File: src/rtl/ip2_scan_out_capture.sv
// ip2 scan-chain receive side: strobed scan_out capture with 32-bit word readback.
// Optional macro IP2_SCAN_OUT_COMPARE_EN adds a saturating exp_bit mismatch counter.
module ip2_scan_out_capture #(
   parameter int DEPTH = 1536,
   parameter int AW    = 6
) (
   input  logic          clk,
   input  logic          reset_not,
   input  logic          enable,
   input  logic [5:0]    clk_counter,
   input  logic [5:0]    sample_phase,
   input  logic          start_re,
   input  logic [10:0]   skip_cnt,
   input  logic [10:0]   bit_cnt_max,
   input  logic          scan_out,
   input  logic          exp_bit,
   input  logic [AW-1:0] rd_addr,
   output logic [31:0]   rd_data,
   output logic [1:0]    state,
   output logic          status_busy,
   output logic          status_done,
   output logic [10:0]   bit_cnt,
   output logic [10:0]   err_cnt
);

   localparam int          NW       = DEPTH / 32;
   localparam logic [10:0] LAST_MAX = 11'(DEPTH - 1);
   localparam logic [10:0] CNT_MAX  = 11'(DEPTH);
   localparam logic [AW:0] NW_W     = NW[AW:0];

   typedef enum logic [1:0] {
      IDLE    = 2'b00,
      SKIP    = 2'b01,
      CAPTURE = 2'b10,
      DONE    = 2'b11
   } state_t;

   state_t st;
   state_t st_nx;

   logic             strobe;
   logic [10:0]      last_idx;
   logic             last_hit;
   logic [10:0]      skip_q;
   logic [10:0]      skip_nx;
   logic [DEPTH-1:0] data;
   logic [31:0]      rd_word;
   logic             clr;
   logic             skip_inc;
   logic             store;
   logic             set_done;

   assign state    = st;
   assign strobe   = (clk_counter == sample_phase);
   assign skip_nx  = skip_q + 11'd1;
   assign last_idx = (bit_cnt_max > LAST_MAX) ? LAST_MAX : bit_cnt_max;

   // The DEPTH-1 stop keeps bit_cnt and the write index in range
   // even if bit_cnt_max is lowered below bit_cnt mid-capture.
   assign last_hit = (bit_cnt == last_idx) || (bit_cnt == LAST_MAX);

   assign rd_word = ({1'b0, rd_addr} < NW_W) ?
                    data[{rd_addr, 5'b0} +: 32] : 32'h0;

   always_ff @(posedge clk) begin
      if (!reset_not) begin
         st <= IDLE;
      end else begin
         st <= st_nx;
      end
   end

   always_comb begin
      st_nx    = st;
      clr      = 1'b0;
      skip_inc = 1'b0;
      store    = 1'b0;
      set_done = 1'b0;
      if (!enable) begin
         st_nx = IDLE;
      end else begin
         unique case (st)
            IDLE: begin
               if (start_re) begin
                  clr   = 1'b1;
                  st_nx = SKIP;
               end
            end
            SKIP: begin
               if (start_re) begin
                  clr   = 1'b1;
                  st_nx = SKIP;
               end else if (skip_cnt == 11'd0) begin
                  st_nx = CAPTURE;
               end else if (strobe) begin
                  skip_inc = 1'b1;
                  if (skip_nx == skip_cnt) begin
                     st_nx = CAPTURE;
                  end
               end
            end
            CAPTURE: begin
               if (start_re) begin
                  clr   = 1'b1;
                  st_nx = SKIP;
               end else if (strobe) begin
                  store = 1'b1;
                  if (last_hit) begin
                     st_nx = DONE;
                  end
               end
            end
            DONE: begin
               set_done = 1'b1;
               st_nx    = IDLE;
            end
            default: begin
               st_nx = IDLE;
            end
         endcase
      end
   end

   always_ff @(posedge clk) begin
      if (!reset_not) begin
         skip_q      <= '0;
         bit_cnt     <= '0;
         status_done <= 1'b0;
         status_busy <= 1'b0;
         rd_data     <= '0;
         data        <= '0;
      end else begin
         status_busy <= (st == SKIP) || (st == CAPTURE);
         rd_data     <= rd_word;
         if (clr) begin
            skip_q      <= '0;
            bit_cnt     <= '0;
            status_done <= 1'b0;
         end else begin
            if (skip_inc) begin
               skip_q <= skip_nx;
            end
            if (store) begin
               data[bit_cnt] <= scan_out;
               if (bit_cnt != CNT_MAX) begin
                  bit_cnt <= bit_cnt + 11'd1;
               end
            end
            if (set_done) begin
               status_done <= 1'b1;
            end
         end
      end
   end

`ifdef IP2_SCAN_OUT_COMPARE_EN
   always_ff @(posedge clk) begin
      if (!reset_not) begin
         err_cnt <= '0;
      end else if (clr) begin
         err_cnt <= '0;
      end else if (store && (scan_out != exp_bit) &&
                   (err_cnt != 11'h7FF)) begin
         err_cnt <= err_cnt + 11'd1;
      end
   end
`else
   logic unused_exp;
   assign unused_exp = exp_bit;
   assign err_cnt    = '0;
`endif

endmodule

File: config.mk
export PLATFORM = sky130hd
export DESIGN_NAME = ip2_scan_out_capture
export DESIGN_NICKNAME = d
export VERILOG_FILES = /design/src/rtl/ip2_scan_out_capture.sv
export SDC_FILE = /design/constraint.sdc
export NUM_CORES = 2
export LEC_CHECK = 0
export ABC_CLOCK_PERIOD_IN_PS = 3300
export BUFFER_PORTS_ARGS = -buffer_cell sky130_fd_sc_hd__buf_2
export CAP_MARGIN = 20
export CELL_PAD_IN_SITES_DETAIL_PLACEMENT = 0
export CELL_PAD_IN_SITES_GLOBAL_PLACEMENT = 1
export CORE_ASPECT_RATIO = 2
export CORE_MARGIN = 4
export CORE_UTILIZATION = 50
export DETAILED_ROUTE_END_ITERATION = 7
export GPL_ROUTABILITY_DRIVEN = 0
export PLACE_DENSITY = 0.91
export SKIP_CTS_REPAIR_TIMING = 1
export SYNTH_ARGS = -nofsm -noshare
export SYNTH_HDL_FRONTEND = slang
export SYNTH_SLANG_ARGS = --single-unit
File: constraint.sdc
create_clock -name clk -period 3.3 [get_ports clk]
set_input_delay 0.825 -clock clk [delete_from_list [all_inputs] [get_ports clk]]
set_output_delay 0.825 -clock clk [all_outputs]
set_load 0.01 [all_outputs]
==> flow_summary.toml <==
[grt]
use_met2 = 0.576
grt_pass1_wl_um = 449000
overflow = 0
use_met3 = 0.0901
track_usage = 0.367
top_usage_layer = "met2"
grt_pass1_vias = 70200
grt_util_met1 = 0.404
grt_antenna_before_repair = 25
grt_start_max_net_pins = 166

[sta]
fin_crit_sh = 0.923
max_freq_mhz = 328
fin_crit_ps = 3050
skew_ps = 25.8
final_max_slew_viol_count = 0
grt_setup_unrepaired = "no"
relSlewSlack = 0.204
setup_viol = 0
finalSetupTns_ps = 0
hold_viol = 0
worst_slew_pin_slew_ps = 1190

[yosys]
async_reset_ff_frac = 0
synthCells = 8469
yosysWarnings = 0
synth_area_um2 = 77600
ys_seq_elements = 1594
synth_flop_cell = "dfxtp_1"
synth_edf_count = 0
syn_area_per_cell_um2 = 9.16
synth_cell_types = 53
ys_seq_area_frac = 0.411

[min_path]
hp-class = "input pin to flip-flop"
whs_path_depth = 3
hold_start = "enable"
whs_endpoint = "status_done"

[setup_path]
crit_required_ps = 3990
r2r_cells = 5
rr_startpoint = "bit_cnt[7]"
critPathBufInv = 1
cp.arrival_ps = 3740
r2r_slack_ps = 250
critPathMaxStageDelay_ps = 680
start_kind = "flip-flop"
critPathKind = "flip-flop to flip-flop"
crit_chain = "nor3_1 > buf_4 > nand2_2 > o21ai_0 > a21boi_1"
end_kind = "flip-flop"
crit_slowest_cell = "nor3_1"
reg2reg_to = "data[278]"
path_max_fanout = 32
path_delay_family = "simple AND/OR/NAND/NOR gates"

[outcome]
outcome = "finished, final reports clean"

[place]
place_area_um2 = 82100
portBuffers = 91
hpwlAfterDp_um = 184000
place_inst = 9914

[drt]
drc_errors = 0
vias = 72100
firstDrtPassIters = 8
routed_wl_um = 308000
drt-vias-per-instance = 7.08
drt_iter0_drc = 10100
wl_per_cell_um = 30.2
final_antenna_net_count = 0

[floorplan]
io_pins = 104
fp.coreArea_um2 = 154000
die_h_um = 565
die-area_um2 = 162000
die_x_um = 287
start_util = 0.502
num_rows = 204

[final_layout]
final_cells = 10200
multi_input_area_um2 = 41700
final_cell_mix = "1594 x dfxtp_1, 1544 x nand3_1, 1541 x o21ai_0"
area_growth_pct = 12.2
nFillCells = 13100
final_common_cell = "dfxtp_1"
seqCellArea_um2 = 31900
drive_gt1_frac = 0.164
layout.cell_area.non_filler_um2 = 87000
fin_nets = 8062

[power]
power_density_nw_per_um2 = 448
total_leakage_power_nw = 26.9
ir_drop_mv = 0.364

[clocking]
cts-root-buf = "clkbuf_16"
h-tree-depth = 4
cts.path.max_buffers = 4
clock_latency_ps = 820
cts_tree = "yes"
clock-sinks = 1594
cts_buffers = 149
clkTransAtPathRegs_ps = 70

[flow_run]
drv_cap = 0
## kinds of logic after synthesis
family                   Yosys count  share of synthesized area
other                              1                  0.0000483
flip-flops                      1594                      0.411
XOR/XNOR                          43                    0.00485
AO/OA/AOI/OAI                   3202                      0.258
multiplexers                     515                      0.139
adder cells (fa/ha/maj)           11                    0.00177
buffers and inverters           1174                     0.0605
AND/OR/NAND/NOR                 1929                      0.124
## metrics by stage
step / hold slack, ps / util / setup slack, ps / power [mW]
global placement: 455 / 0.532 / -62.4 / 21.6
global route: 348 / 0.563 / 286 / 39.8
floorplan: 449 / - / 454 / 20.9
CTS: 289 / 0.563 / 404 / 39.0
detailed placement: 465 / 0.532 / -98.0 / 21.6
finish: 327 / 0.564 / 253 / 39.0
## worst reg2reg max path, delay by kind of cell, from the launching register on
kind	cells	cell delay (ps)
buf+inv	1	280
flops	1	610
compound gates	2	670
simple gates	2	1370
## cell usage after synthesis (34+ instances only)
cell type | number | area share
nor2_1 | 120 | 0.0058
nor2b_1 | 38 | 0.0031
buf_2 | 159 | 0.010
dfxtp_1 | 1594 | 0.41
mux4_2 | 448 | 0.13
nand2_1 | 111 | 0.0054
and2_1 | 43 | 0.0035
o22ai_1 | 36 | 0.0029
inv_1 | 40 | 0.0019
clkbuf_1 | 928 | 0.045
mux2i_1 | 66 | 0.0085
o21ai_0 | 1541 | 0.099
a211oi_1 | 34 | 0.0033
a21oi_1 | 44 | 0.0028
nand3_1 | 1544 | 0.10
a21boi_0 | 1354 | 0.13
a21boi_1 | 182 | 0.018
## sequential cells by signal, indices dropped and copies added (netlist names)
register     flops
state            2
status_done      1
skip_q          11
status_busy      1
rd_data         32
data          1536
bit_cnt         11
## layer usage
layer  wire length (µm)  up-vias  part of all wire
li1                   -    30000                 -
met1              97900    34800              0.32
met2             138000     5353              0.45
met3              35400     1903              0.12
met4              35900       14              0.12
met5                169        -           0.00055
## report_power, final
part	total (mW)	leakage, nW	switching (mW)	internal [mW]
Combinational	1.96	11.7	1.19	0.770
Clock	17.8	2.39	7.84	9.97
Sequential	19.2	12.8	0.00913	19.2
Total	39.0	26.9	9.03	30.0
## worst max path at each step
stage / to / startpoint / cells past startpoint / slack, ps
2_1_floorplan: rd_data[11] / rd_addr[0] / 8 / 450
3_3_place_gp: rd_data[29] / rd_addr[0] / 10 / -60
3_5_place_dp: rd_data[29] / rd_addr[0] / 10 / -100
4_1_cts: bit_cnt[7] / bit_cnt[7] / 1 / 400
5_1_grt: data[257] / bit_cnt[7] / 5 / 290
6_report: data[278] / bit_cnt[7] / 5 / 250
## layout make-up
class / instances / share of cell area
clock inverter: 50 / 0.00666
antenna: 16 / 0.000460
tap: 2060 / 0.0296
inverter: 40 / 0.00173
timing repair buffer: 509 / 0.0664
multi-input combinational: 5711 / 0.479
clock buffer: 206 / 0.0492
sequential: 1594 / 0.367
(Power assumes the default switching activity.)
